**src/rtl/reservation_station_pkg.sv**
```systemverilog
// Shared types for the integer reservation station: opcodes, the entry record
// and the issue-register payload.
package types;

    localparam int RS_DATA_W    = 32;
    localparam int RS_ADDR_W    = 32;
    localparam int RS_TAG_W     = 6;
    localparam int RS_DEPTH_DEF = 4;
    localparam int RS_AGE_W     = $clog2(RS_DEPTH_DEF);

    typedef enum logic [3:0] {
        OP_ADD = 4'd0,
        OP_SUB = 4'd1,
        OP_AND = 4'd2,
        OP_OR  = 4'd3,
        OP_XOR = 4'd4,
        OP_SLL = 4'd5,
        OP_SRL = 4'd6,
        OP_BEQ = 4'd7,
        OP_BNE = 4'd8
    } opcode_t;

    typedef struct packed {
        logic                             valid;
        opcode_t                          opcode;
        logic [RS_ADDR_W-1:0]             iaddr;
        logic [RS_DATA_W-1:0]             insn;
        logic [1:0]                       rdy;
        logic [1:0][RS_DATA_W-1:0]        data;
        logic [1:0][RS_TAG_W-1:0]         tag;
        logic [RS_TAG_W-1:0]              dst_tag;
        logic [RS_AGE_W-1:0]              age;
    } rs_entry_t;

    typedef struct packed {
        opcode_t              opcode;
        logic [RS_ADDR_W-1:0] iaddr;
        logic [RS_DATA_W-1:0] insn;
        logic [RS_DATA_W-1:0] src_a;
        logic [RS_DATA_W-1:0] src_b;
        logic [RS_TAG_W-1:0]  tag;
    } fu_issue_t;

    // Ages saturate so the oldest entry stays the maximum.
    function automatic logic [RS_AGE_W-1:0] age_inc(input logic [RS_AGE_W-1:0] age);
        return (age == RS_AGE_W'(RS_DEPTH_DEF - 1)) ? age : age + 1'b1;
    endfunction

endpackage

```
**src/rtl/reservation_station_if.sv**
```systemverilog
// Dispatch-to-reservation-station channel; stall flows back to dispatch.
interface rs_dispatch_if
    import types::*;
#(
    parameter int DATA_WIDTH = 32,
    parameter int ADDR_WIDTH = 32,
    parameter int TAG_WIDTH  = 6
);
    logic                       en;
    logic                       stall;
    opcode_t                    opcode;
    logic [ADDR_WIDTH-1:0]      iaddr;
    logic [DATA_WIDTH-1:0]      insn;
    logic [1:0]                 src_rdy;
    logic [1:0][DATA_WIDTH-1:0] src_data;
    logic [1:0][TAG_WIDTH-1:0]  src_tag;
    logic [TAG_WIDTH-1:0]       dst_tag;

    modport source (
        output en, opcode, iaddr, insn, src_rdy, src_data, src_tag, dst_tag,
        input  stall
    );

    modport sink (
        input  en, opcode, iaddr, insn, src_rdy, src_data, src_tag, dst_tag,
        output stall
    );
endinterface

```
**src/rtl/reservation_station_age_select.sv**
```systemverilog
// Oldest-ready picker: one-hot grant on the candidate with the largest age;
// ties resolve to the lowest index.
module rs_age_select #(
    parameter int RS_DEPTH = 4,
    parameter int AGE_W    = $clog2(RS_DEPTH)
) (
    input  logic [RS_DEPTH-1:0]            cand,
    input  logic [RS_DEPTH-1:0][AGE_W-1:0] age,
    output logic [RS_DEPTH-1:0]            grant,
    output logic                           found
);
    logic [AGE_W-1:0] best_age;

    // NOTE: every output of a combinational block gets a default first, so no path leaves it holding state (no latch).
    always_comb begin
        grant    = '0;
        found    = 1'b0;
        best_age = '0;
        for (int i = 0; i < RS_DEPTH; i++) begin
            if (cand[i] && (!found || age[i] > best_age)) begin
                grant    = '0;
                grant[i] = 1'b1;
                found    = 1'b1;
                best_age = age[i];
            end
        end
    end
endmodule

```
**src/rtl/reservation_station.sv**
```systemverilog
// Integer reservation station: holds dispatched instructions until operands
// arrive from the CDB, then issues the oldest ready one through a register.
module reservation_station
    import types::*;
#(
    parameter int DATA_WIDTH = RS_DATA_W,
    parameter int ADDR_WIDTH = RS_ADDR_W,
    parameter int TAG_WIDTH  = RS_TAG_W,
    parameter int RS_DEPTH   = RS_DEPTH_DEF
) (
    input  logic                  clk,
    input  logic                  rst,
    rs_dispatch_if.sink           rs_dispatch,
    input  logic                  cdb_en,
    input  logic [TAG_WIDTH-1:0]  cdb_tag,
    input  logic [DATA_WIDTH-1:0] cdb_data,
    input  logic                  flush,
    input  logic                  fu_rdy,
    output logic                  fu_valid,
    output opcode_t               fu_opcode,
    output logic [ADDR_WIDTH-1:0] fu_iaddr,
    output logic [DATA_WIDTH-1:0] fu_insn,
    output logic [DATA_WIDTH-1:0] fu_src_a,
    output logic [DATA_WIDTH-1:0] fu_src_b,
    output logic [TAG_WIDTH-1:0]  fu_tag
);
    rs_entry_t [RS_DEPTH-1:0]   ent_q, ent_d;
    logic                       fu_valid_q, fu_valid_d;
    fu_issue_t                  fu_q, fu_d;

    logic [RS_DEPTH-1:0]               valid_vec, cand, grant, wr_oh;
    logic [RS_DEPTH-1:0][RS_AGE_W-1:0] age_vec;
    logic                              found, full, wr_found, do_write, issue_en;
    logic [1:0]                        byp_hit;
    rs_entry_t                         new_ent, sel_ent, cur;

    always_comb begin
        valid_vec = '0;
        cand      = '0;
        age_vec   = '0;
        for (int i = 0; i < RS_DEPTH; i++) begin
            valid_vec[i] = ent_q[i].valid;
            cand[i]      = ent_q[i].valid && (&ent_q[i].rdy);
            age_vec[i]   = ent_q[i].age;
        end
    end

    // Stall looks only at registered occupancy, never at this cycle's issue.
    assign full              = &valid_vec;
    assign rs_dispatch.stall = full;
    assign do_write          = rs_dispatch.en && !full;
    assign issue_en          = !fu_valid_q || fu_rdy;

    rs_age_select #(
        .RS_DEPTH (RS_DEPTH),
        .AGE_W    (RS_AGE_W)
    ) u_age_select (
        .cand  (cand),
        .age   (age_vec),
        .grant (grant),
        .found (found)
    );

    always_comb begin
        wr_oh    = '0;
        wr_found = 1'b0;
        for (int i = 0; i < RS_DEPTH; i++) begin
            if (!ent_q[i].valid && !wr_found) begin
                wr_oh[i] = 1'b1;
                wr_found = 1'b1;
            end
        end
    end

    // Incoming entry, with operands that appear on the CDB this same cycle.
    always_comb begin
        byp_hit         = '0;
        new_ent         = '0;
        new_ent.valid   = 1'b1;
        new_ent.opcode  = rs_dispatch.opcode;
        new_ent.iaddr   = rs_dispatch.iaddr;
        new_ent.insn    = rs_dispatch.insn;
        new_ent.dst_tag = rs_dispatch.dst_tag;
        for (int k = 0; k < 2; k++) begin
            byp_hit[k]      = !rs_dispatch.src_rdy[k] && cdb_en && (cdb_tag == rs_dispatch.src_tag[k]);
            new_ent.rdy[k]  = rs_dispatch.src_rdy[k] || byp_hit[k];
            new_ent.data[k] = byp_hit[k] ? cdb_data : rs_dispatch.src_data[k];
            new_ent.tag[k]  = rs_dispatch.src_tag[k];
        end
    end

    always_comb begin
        ent_d = ent_q;
        cur   = '0;
        for (int i = 0; i < RS_DEPTH; i++) begin
            cur = ent_q[i];
            for (int k = 0; k < 2; k++) begin
                if (cur.valid && !cur.rdy[k] && cdb_en && (cur.tag[k] == cdb_tag)) begin
                    cur.rdy[k]  = 1'b1;
                    cur.data[k] = cdb_data;
                end
            end
            if (do_write && cur.valid) begin
                cur.age = age_inc(cur.age);
            end
            if (issue_en && grant[i]) begin
                cur.valid = 1'b0;
            end
            if (do_write && wr_oh[i]) begin
                cur = new_ent;
            end
            if (flush) begin
                cur = '0;
            end
            ent_d[i] = cur;
        end
    end

    always_comb begin
        sel_ent = '0;
        for (int i = 0; i < RS_DEPTH; i++) begin
            if (grant[i]) begin
                sel_ent = ent_q[i];
            end
        end
    end

    // The issue register only advances when empty or accepted downstream.
    always_comb begin
        fu_valid_d = fu_valid_q;
        fu_d       = fu_q;
        if (issue_en) begin
            fu_valid_d = found;
            if (found) begin
                fu_d.opcode = sel_ent.opcode;
                fu_d.iaddr  = sel_ent.iaddr;
                fu_d.insn   = sel_ent.insn;
                fu_d.src_a  = sel_ent.data[0];
                fu_d.src_b  = sel_ent.data[1];
                fu_d.tag    = sel_ent.dst_tag;
            end
        end
        if (flush) begin
            fu_valid_d = 1'b0;
        end
    end

    // NOTE: the entry array is a handful of flops whose valid bits must start clear, so it is reset like any control register.
    always_ff @(posedge clk or posedge rst) begin
        if (rst) begin
            ent_q      <= '0;
            fu_valid_q <= 1'b0;
            fu_q       <= '0;
        end else begin
            // NOTE: sequential state uses non-blocking assignment so every flop samples pre-edge values.
            ent_q      <= ent_d;
            fu_valid_q <= fu_valid_d;
            fu_q       <= fu_d;
        end
    end

    assign fu_valid  = fu_valid_q;
    assign fu_opcode = fu_q.opcode;
    assign fu_iaddr  = fu_q.iaddr;
    assign fu_insn   = fu_q.insn;
    assign fu_src_a  = fu_q.src_a;
    assign fu_src_b  = fu_q.src_b;
    assign fu_tag    = fu_q.tag;

endmodule

```
**src/flat_wrapper.sv**
```systemverilog
// flat-port wrapper written by rule: the top's interface ports become plain ports
module reservation_station_flat import types::*;
#(
    parameter int DATA_WIDTH = RS_DATA_W,
    parameter int ADDR_WIDTH = RS_ADDR_W,
    parameter int TAG_WIDTH  = RS_TAG_W,
    parameter int RS_DEPTH   = RS_DEPTH_DEF
)
  (clk, rst, cdb_en, cdb_tag, cdb_data, flush, fu_rdy, fu_valid, fu_opcode, fu_iaddr, fu_insn, fu_src_a, fu_src_b, fu_tag, rs_dispatch_en, rs_dispatch_opcode, rs_dispatch_iaddr, rs_dispatch_insn, rs_dispatch_src_rdy, rs_dispatch_src_data, rs_dispatch_src_tag, rs_dispatch_dst_tag, rs_dispatch_stall);
  rs_dispatch_if #(.DATA_WIDTH(DATA_WIDTH), .ADDR_WIDTH(ADDR_WIDTH), .TAG_WIDTH(TAG_WIDTH)) rs_dispatch_i ();
  input  logic clk;
  input  logic rst;
  input  logic cdb_en;
  input  logic [TAG_WIDTH-1:0] cdb_tag;
  input  logic [DATA_WIDTH-1:0] cdb_data;
  input  logic flush;
  input  logic fu_rdy;
  output logic fu_valid;
  output opcode_t fu_opcode;
  output logic [ADDR_WIDTH-1:0] fu_iaddr;
  output logic [DATA_WIDTH-1:0] fu_insn;
  output logic [DATA_WIDTH-1:0] fu_src_a;
  output logic [DATA_WIDTH-1:0] fu_src_b;
  output logic [TAG_WIDTH-1:0] fu_tag;
  input wire logic [$bits(rs_dispatch_i.en)-1:0] rs_dispatch_en;
  input wire logic [$bits(rs_dispatch_i.opcode)-1:0] rs_dispatch_opcode;
  input wire logic [$bits(rs_dispatch_i.iaddr)-1:0] rs_dispatch_iaddr;
  input wire logic [$bits(rs_dispatch_i.insn)-1:0] rs_dispatch_insn;
  input wire logic [$bits(rs_dispatch_i.src_rdy)-1:0] rs_dispatch_src_rdy;
  input wire logic [$bits(rs_dispatch_i.src_data)-1:0] rs_dispatch_src_data;
  input wire logic [$bits(rs_dispatch_i.src_tag)-1:0] rs_dispatch_src_tag;
  input wire logic [$bits(rs_dispatch_i.dst_tag)-1:0] rs_dispatch_dst_tag;
  output wire logic [$bits(rs_dispatch_i.stall)-1:0] rs_dispatch_stall;
  assign rs_dispatch_i.en = rs_dispatch_en;
  assign rs_dispatch_i.opcode = rs_dispatch_opcode;
  assign rs_dispatch_i.iaddr = rs_dispatch_iaddr;
  assign rs_dispatch_i.insn = rs_dispatch_insn;
  assign rs_dispatch_i.src_rdy = rs_dispatch_src_rdy;
  assign rs_dispatch_i.src_data = rs_dispatch_src_data;
  assign rs_dispatch_i.src_tag = rs_dispatch_src_tag;
  assign rs_dispatch_i.dst_tag = rs_dispatch_dst_tag;
  assign rs_dispatch_stall = rs_dispatch_i.stall;
  reservation_station #(.DATA_WIDTH(DATA_WIDTH), .ADDR_WIDTH(ADDR_WIDTH), .TAG_WIDTH(TAG_WIDTH), .RS_DEPTH(RS_DEPTH)) u_core (.clk(clk), .rst(rst), .rs_dispatch(rs_dispatch_i), .cdb_en(cdb_en), .cdb_tag(cdb_tag), .cdb_data(cdb_data), .flush(flush), .fu_rdy(fu_rdy), .fu_valid(fu_valid), .fu_opcode(fu_opcode), .fu_iaddr(fu_iaddr), .fu_insn(fu_insn), .fu_src_a(fu_src_a), .fu_src_b(fu_src_b), .fu_tag(fu_tag));
endmodule
```
**config.mk**
```make
export PLATFORM = sky130hd
export DESIGN_NAME = reservation_station_flat
export DESIGN_NICKNAME = d
export VERILOG_FILES = /design/src/rtl/reservation_station_pkg.sv /design/src/rtl/reservation_station_if.sv /design/src/rtl/reservation_station_age_select.sv /design/src/rtl/reservation_station.sv /design/src/flat_wrapper.sv
export SDC_FILE = /design/constraint.sdc
export NUM_CORES = 2
export LEC_CHECK = 0
export ABC_AREA = 1
export BUFFER_PORTS_ARGS = -buffer_cell sky130_fd_sc_hd__buf_2
export CORE_AREA = 5 5 462 236
export CTS_CLUSTER_DIAMETER = 50
export CTS_CLUSTER_SIZE = 12
export DETAILED_ROUTE_END_ITERATION = 6
export DIE_AREA = 0 0 467 241
export PLACE_DENSITY = 0.59
export SYNTH_ARGS = -nofsm -noshare
export SYNTH_HDL_FRONTEND = slang
export SYNTH_SLANG_ARGS = --single-unit
export TNS_END_PERCENT = 20
```
**constraint.sdc**
```tcl
create_clock -name clk -period 67.6 [get_ports clk]
set_input_delay 6.76 -clock clk [delete_from_list [all_inputs] [get_ports clk]]
set_output_delay 6.76 -clock clk [all_outputs]
set_load 0.02 [all_outputs]
```
* After elaboration in Yosys (flattened, before gate mapping) *
Cells that the tools add are included.

word-level totals
  register bits after elaboration = 759
  latch bits = 0
  bits in writable memories = 0
  bits in read-only memories = 0
  bits of input ports = 196
  output and inout port bits = 140
  logic and storage cells = 249
  memories = 0

cells by class
  add/sub/neg operators = 4
  $mul = 0
  divide/modulo/power cells = 0
  $lt $le $gt $ge = 3
  equality and inequality tests = 18
  shift operators = 0
  mux-type cells = 61
  bitwise operators = 0
  reductions and logical operators = 108

operators by type and width
  kind                                          count
  two-way mux 155 bit                           8
  two-way mux 154 bit                           4
  two-way mux 32 bit                            10
  equality test 6 bit                           10
  logical AND 1 bit                             51
  nonzero test 3 bit                            16
  two-way mux 1 bit                             25
  two-way mux 2 bit                             12
  logical NOT 1 bit                             20
  AND reduction 2 bit                           9
  != test 3 bit (second input constant)         4
  nonzero test 2 bit                            5
  adder 2 x 1 -> 2 bit (second input constant)  4
  equality test 2 bit (second input constant)   4
  two-way mux 4 bit                             2
  > comparator 2 bit                            3
  logical OR 1 bit                              6
  AND reduction 4 bit                           1

* Logic depth before layout (Yosys ltp) *
  depth in word-level cells = 19
  depth in mapped cells = 36
  depth with buffers taken out = 31

* Hierarchy *
From an unflattened synthesis, not the netlist that was laid out.

second synthesis, totals
  cells, all modules = 4,882
  area total of the unflattened synthesis = 37,913.9 um^2

by module, submodules not included
  module               instances  cells each  area an instance (um^2)  sequential area each (um^2)
  reservation_station  1          4,825       37,616.1                 18,993.2
  rs_age_select        1          57          297.8                    0.0

* Worst setup path before layout *
Ideal clock, no wire load.

  path type = input to register
  start = in cdb_tag[5]
  end = reg u_core.ent_q[63] in the netlist's numbering
  library setup time = 0.118 ns
  arrival = 8.024 ns
  data required time = 67.482 ns
  setup slack = 59.458 ns
  stages on the path = 11
  path buffers = 2
  cells stage by stage = buf_2 > inv_2 > nand2_1 > o21ai_1 > nor3_4 > nand2_1 > buf_2 > nand2_1 > nand3_1 > nand3_1 > nand2_1

on the way
  longest elaborated chain between the ends = 5
  elaborated cells between the ends (all ways) = 8
  classes of those cells = 2 x eq/ne; 3 x mux; 3 x reduce/logical

ends and longest elaborated chain
  what                    RTL line                    RTL
  start: declaration      flat_wrapper.sv:14          input logic [TAG_WIDTH-1:0] cdb_tag;
  equality test 6 bit     reservation_station.sv:85   byp_hit[k] = !rs_dispatch.src_rdy[k] && cdb_en && (cdb_tag == rs_dispatch.src_tag[k]);
  logical AND 1 bit       reservation_station.sv:85
  two-way mux 32 bit      reservation_station.sv:87   new_ent.data[k] = byp_hit[k] ? cdb_data : rs_dispatch.src_data[k];
  two-way mux 155 bit     reservation_station.sv:109  if (do_write && wr_oh[i]) begin
  two-way mux 155 bit     reservation_station.sv:112  if (flush) begin
  end signal: assignment  reservation_station.sv:156  ent_q <= ent_d;
  end: declaration        reservation_station.sv:27   rs_entry_t [RS_DEPTH-1:0] ent_q, ent_d;

Parallel ways exist; a longest one is shown, timed or not. The select of a mux whose other input is x is not followed.
A chain may end at the register's enable or synchronous reset.

* Final worst setup path *
  start = reg u_core.ent_q[154] in the netlist's numbering
  end = reg u_core.fu_q (netlist bit u_core.fu_insn[17])

on the way
  longest elaborated chain between the ends = 18
  elaborated cells between the ends (all ways) = 29
  classes of those cells = 3 x order compare; 15 x mux; 11 x reduce/logical

ends and longest elaborated chain
  what                                                            RTL line                              RTL
  logical AND 1 bit *                                             reservation_station.sv:43             cand[i] = ent_q[i].valid && (&ent_q[i].rdy);
  two-way mux 2 bit / two-way mux 1 bit (equally long branches)   reservation_station_age_select.sv:20  if (cand[i] && (!found || age[i] > best_age)) begin
  > comparator 2 bit / logical NOT 1 bit (equally long branches)  reservation_station_age_select.sv:20
  logical OR 1 bit                                                reservation_station_age_select.sv:20
  logical AND 1 bit                                               reservation_station_age_select.sv:20
  two-way mux 2 bit / two-way mux 1 bit (equally long branches)   reservation_station_age_select.sv:20
  > comparator 2 bit / logical NOT 1 bit (equally long branches)  reservation_station_age_select.sv:20
  logical OR 1 bit                                                reservation_station_age_select.sv:20
  logical AND 1 bit                                               reservation_station_age_select.sv:20
  two-way mux 2 bit / two-way mux 1 bit (equally long branches)   reservation_station_age_select.sv:20
  > comparator 2 bit / logical NOT 1 bit (equally long branches)  reservation_station_age_select.sv:20
  logical OR 1 bit                                                reservation_station_age_select.sv:20
  logical AND 1 bit                                               reservation_station_age_select.sv:20
  two-way mux 4 bit                                               reservation_station_age_select.sv:20
  two-way mux 154 bit (4 in series)                               reservation_station.sv:122            if (grant[i]) begin
  end signal: assignment                                          reservation_station.sv:158            fu_q <= fu_d;
  end: declaration                                                reservation_station.sv:29             fu_issue_t fu_q, fu_d;

Mark *: on every way between the ends. The rest lies on a longest branch, timed or not.

==> results.tsv <==
stage	metric	value	unit
pwr	p_per_area	24.21	mW/mm²
clock_tree	cts_buffers	78	
timing	hold_viol_final	0	
global_routing	gr-usage-all-layers	0.2562	
worst_setup_path	cp.required	68.15	ns
hold_path	hold_class	reg -> reg	
die	core-area	0.1044	mm²
worst_setup_path	cpPeakStageDelay	0.92	ns
yosys	async_flop_share	1.000	
clock_tree	cts_root_buf	clkbuf_16	
clock_tree	cts_tree	built	
detailed_routing	wl_per_cell	23.18	µm
timing	fin_ws	56.95	ns
timing	grt_setup_unrepaired	false	
worst_setup_path	cp_top_family	buffers and inverters	
detailed_routing	drt_pass1_iterations	7	
outcome	status	finished with violations	
final_layout	drive_gt1_frac	0.1101	
clock_tree	clock_path_buffers	3	
timing	period_needed	10.65	ns
place	globalplace.congestion	0.8549	
worst_setup_path	crit_type	reg -> reg	
yosys	synthCells	4837	
place	post-place-ws	56.71	ns
timing	tightest_slew	1.317	ns
clock_tree	postCtsResizedCells	0	
clock_tree	clock_insertion_delay_worst_skew	0.69	ns
yosys	yosysTopAreaCell	dfrtp_1	
detailed_routing	wl	148.1	mm
yosys	yosys_warnings	0	
detailed_routing	drt-vias-per-instance	5.639	
clock_tree	htree_levels	3	
yosys	ys_types	36	
outcome	violations	DRC	
final_layout	final.fill_count	10729	
global_routing	antenna_found_initial	13	
yosys	synth_ff_type	dfrtp_1	
final_layout	syn_to_final_growth	12.70	%
die	die_w	467	µm
yosys	synth_edf_count	0	
yosys	synth_top_area_frac	0.5083	
yosys	synthTopCellsByArea	dfrtp_1 (51%), nand2_1 (16%), nand3_1 (9.4%)	
worst_setup_path	cp-end-kind	flop	
detailed_routing	num_vias	36020	
worst_setup_path	arrival	11.20	ns
global_routing	grt_pass1_vias	33938	
detailed_routing	drt-initial-drc-count	4741	
yosys	synth-seq-area-share	0.5083	
clock_tree	holdBufCountCts	0	
pwr	ir_drop	0.01928	mV
global_routing	gr-total-overflow	0	
global_routing	grt_max_degree	167	
worst_setup_path	path_common_cell	nand2_1	
clock_tree	path_clk_slew	0.06	ns
yosys	ys_ff_latch	759	
die	rows	84	
place	port_buffers	335	
job	drv_cap	0	
timing	finalSetupViolCount	0	
detailed_routing	drc_errors	13	
timing	tns	0	ns
timing	slew_violations	0	
yosys	synthMostInstantiatedCell	nand2_1	
yosys	synth_common_cells	nand2_1 (1,552), dfrtp_1 (759), nand3_1 (700)	
clock_tree	cts.sinks	759	
die	ios	336	
timing	fin_crit_sh	0.1575	
yosys	avgSynthCellArea	7.726	µm²
pwr	p_leak	21.65	nW
worst_setup_path	startpoint_type	flop	
die	start_util	0.3581	
worst_setup_path	slowest_stage	buf_4	
clock_tree	cts_setup_buffers	0	
final_layout	register_area	0.01899	mm²
final_layout	multi_input_area	0.01628	mm²
die	die_area	0.1125	mm²
global_routing	grt_pass1_wl	220.1	mm
detailed_routing	drtAntennaViolNets	0	
worst_setup_path	crit_buf_inv	7	
die	die_h	241	µm
final_layout	nets	5142	
place	hpwlAfterDp	81.58	mm
yosys	synth_area	0.03737	mm²
worst_setup_path	crit_path_max_fanout	144	
yosys	synth_nets	5043	
timing	max_freq	0.09392	GHz
timing	relSlewSlack	0.1222	
timing	skew	0.04529	ns
==> final timing paths <==
kind	to	cells past startpoint	start	slack, ns
min reg2reg	u_core.fu_insn[29]	2	u_core.fu_insn[29]	0.47
min in group asynchronous	u_core.ent_q[428]	2	rst	6.27
max in group asynchronous	u_core.fu_src_b[21]	6	rst	57.54
min	u_core.fu_insn[29]	2	u_core.fu_insn[29]	0.47
max	u_core.fu_insn[17]	32	u_core.ent_q[154]	56.95
max reg2reg	u_core.fu_insn[17]	32	u_core.ent_q[154]	56.95
==> registers in the layout (all words and copies together) (netlist names) <==
register	count
u_core.fu_src_b	32
u_core.fu_insn	32
u_core.ent_q	612
u_core.fu_tag	6
u_core.fu_opcode	4
u_core.fu_src_a	32
u_core.fu_iaddr	32
u_core.age_vec	8
u_core.fu_valid	1
==> final cells by class <==
| type | instances | area share |
|---|---|---|
| tap | 1419 | 0.04216 |
| antenna | 11 | 0.0006536 |
| clock buffer | 90 | 0.05134 |
| clock inverter | 12 | 0.003565 |
| inverter | 149 | 0.01405 |
| timing repair buffer | 389 | 0.05063 |
| multi-input combinational | 3559 | 0.3866 |
| sequential | 759 | 0.4510 |
==> kinds of logic after synthesis <==
group	share of synthesized area
compound gates	0.08237
xor+xnor	0.007969
fa+ha+maj	0.003348
buf+inv	0.06027
flops	0.5083
simple gates	0.3378
==> worst reg2reg max path: cells and delay by family, from the launching register on <==
| kind | cells | cell delay (ns) |
|---|---|---|
| fa+ha+maj | 3 | 0.98 |
| buf+inv | 7 | 5.00 |
| compound gates | 3 | 0.85 |
| simple gates | 19 | 3.18 |
| flops | 1 | 0.51 |
==> cell usage in the layout (no fill, tap or decap), drive strengths merged, types with 2 or more instances in the layout <==
cell,count
ha,10
dfrtp,759
o21ai,530
inv,153
nor2,360
bufinv,2
nand2,1557
nor3,7
clkinv,6
xor2,13
o22ai,23
nand3b,2
buf,389
nor4,2
nand4,282
a21oi,47
xnor2,21
nand3,701
diode,11
clkbuf,90
==> power breakdown <==
part / internal, mW / switching [mW] / total (mW)
Clock: 0.233 / 0.191 / 0.424
Sequential: 0.478 / 0.0136 / 0.492
Combinational: 0.0257 / 0.0778 / 0.104
Total: 0.737 / 0.283 / 1.02
==> per-layer routing <==
layer  part of all wire  wire length (µm)  vias up  GRT usage
met3               0.11             16800      295    0.08264
met1               0.45             66570    17499     0.3777
li1                   -                 -    16309          -
met2               0.41             60140     1915     0.3539
met4              0.030              4473        2    0.08025
met5            0.00053                78        -   0.004914
==> through the flow <==
step                  util  hold WS, ns  power, mW  cell area [µm²]  cells
detailed placement  0.3811       0.4594     0.6007            39770   6275
global route        0.4034       0.4913      1.058            42100   6384
global placement    0.3811       0.4587     0.5993            39770   6275
floorplan                -       0.4439     0.5595            37370   4837
finish              0.4035       0.4698      1.020            42110   6388
CTS                 0.4033       0.4768      1.027            42090   6377
No activity file was read; power rests on OpenSTA's default activity.
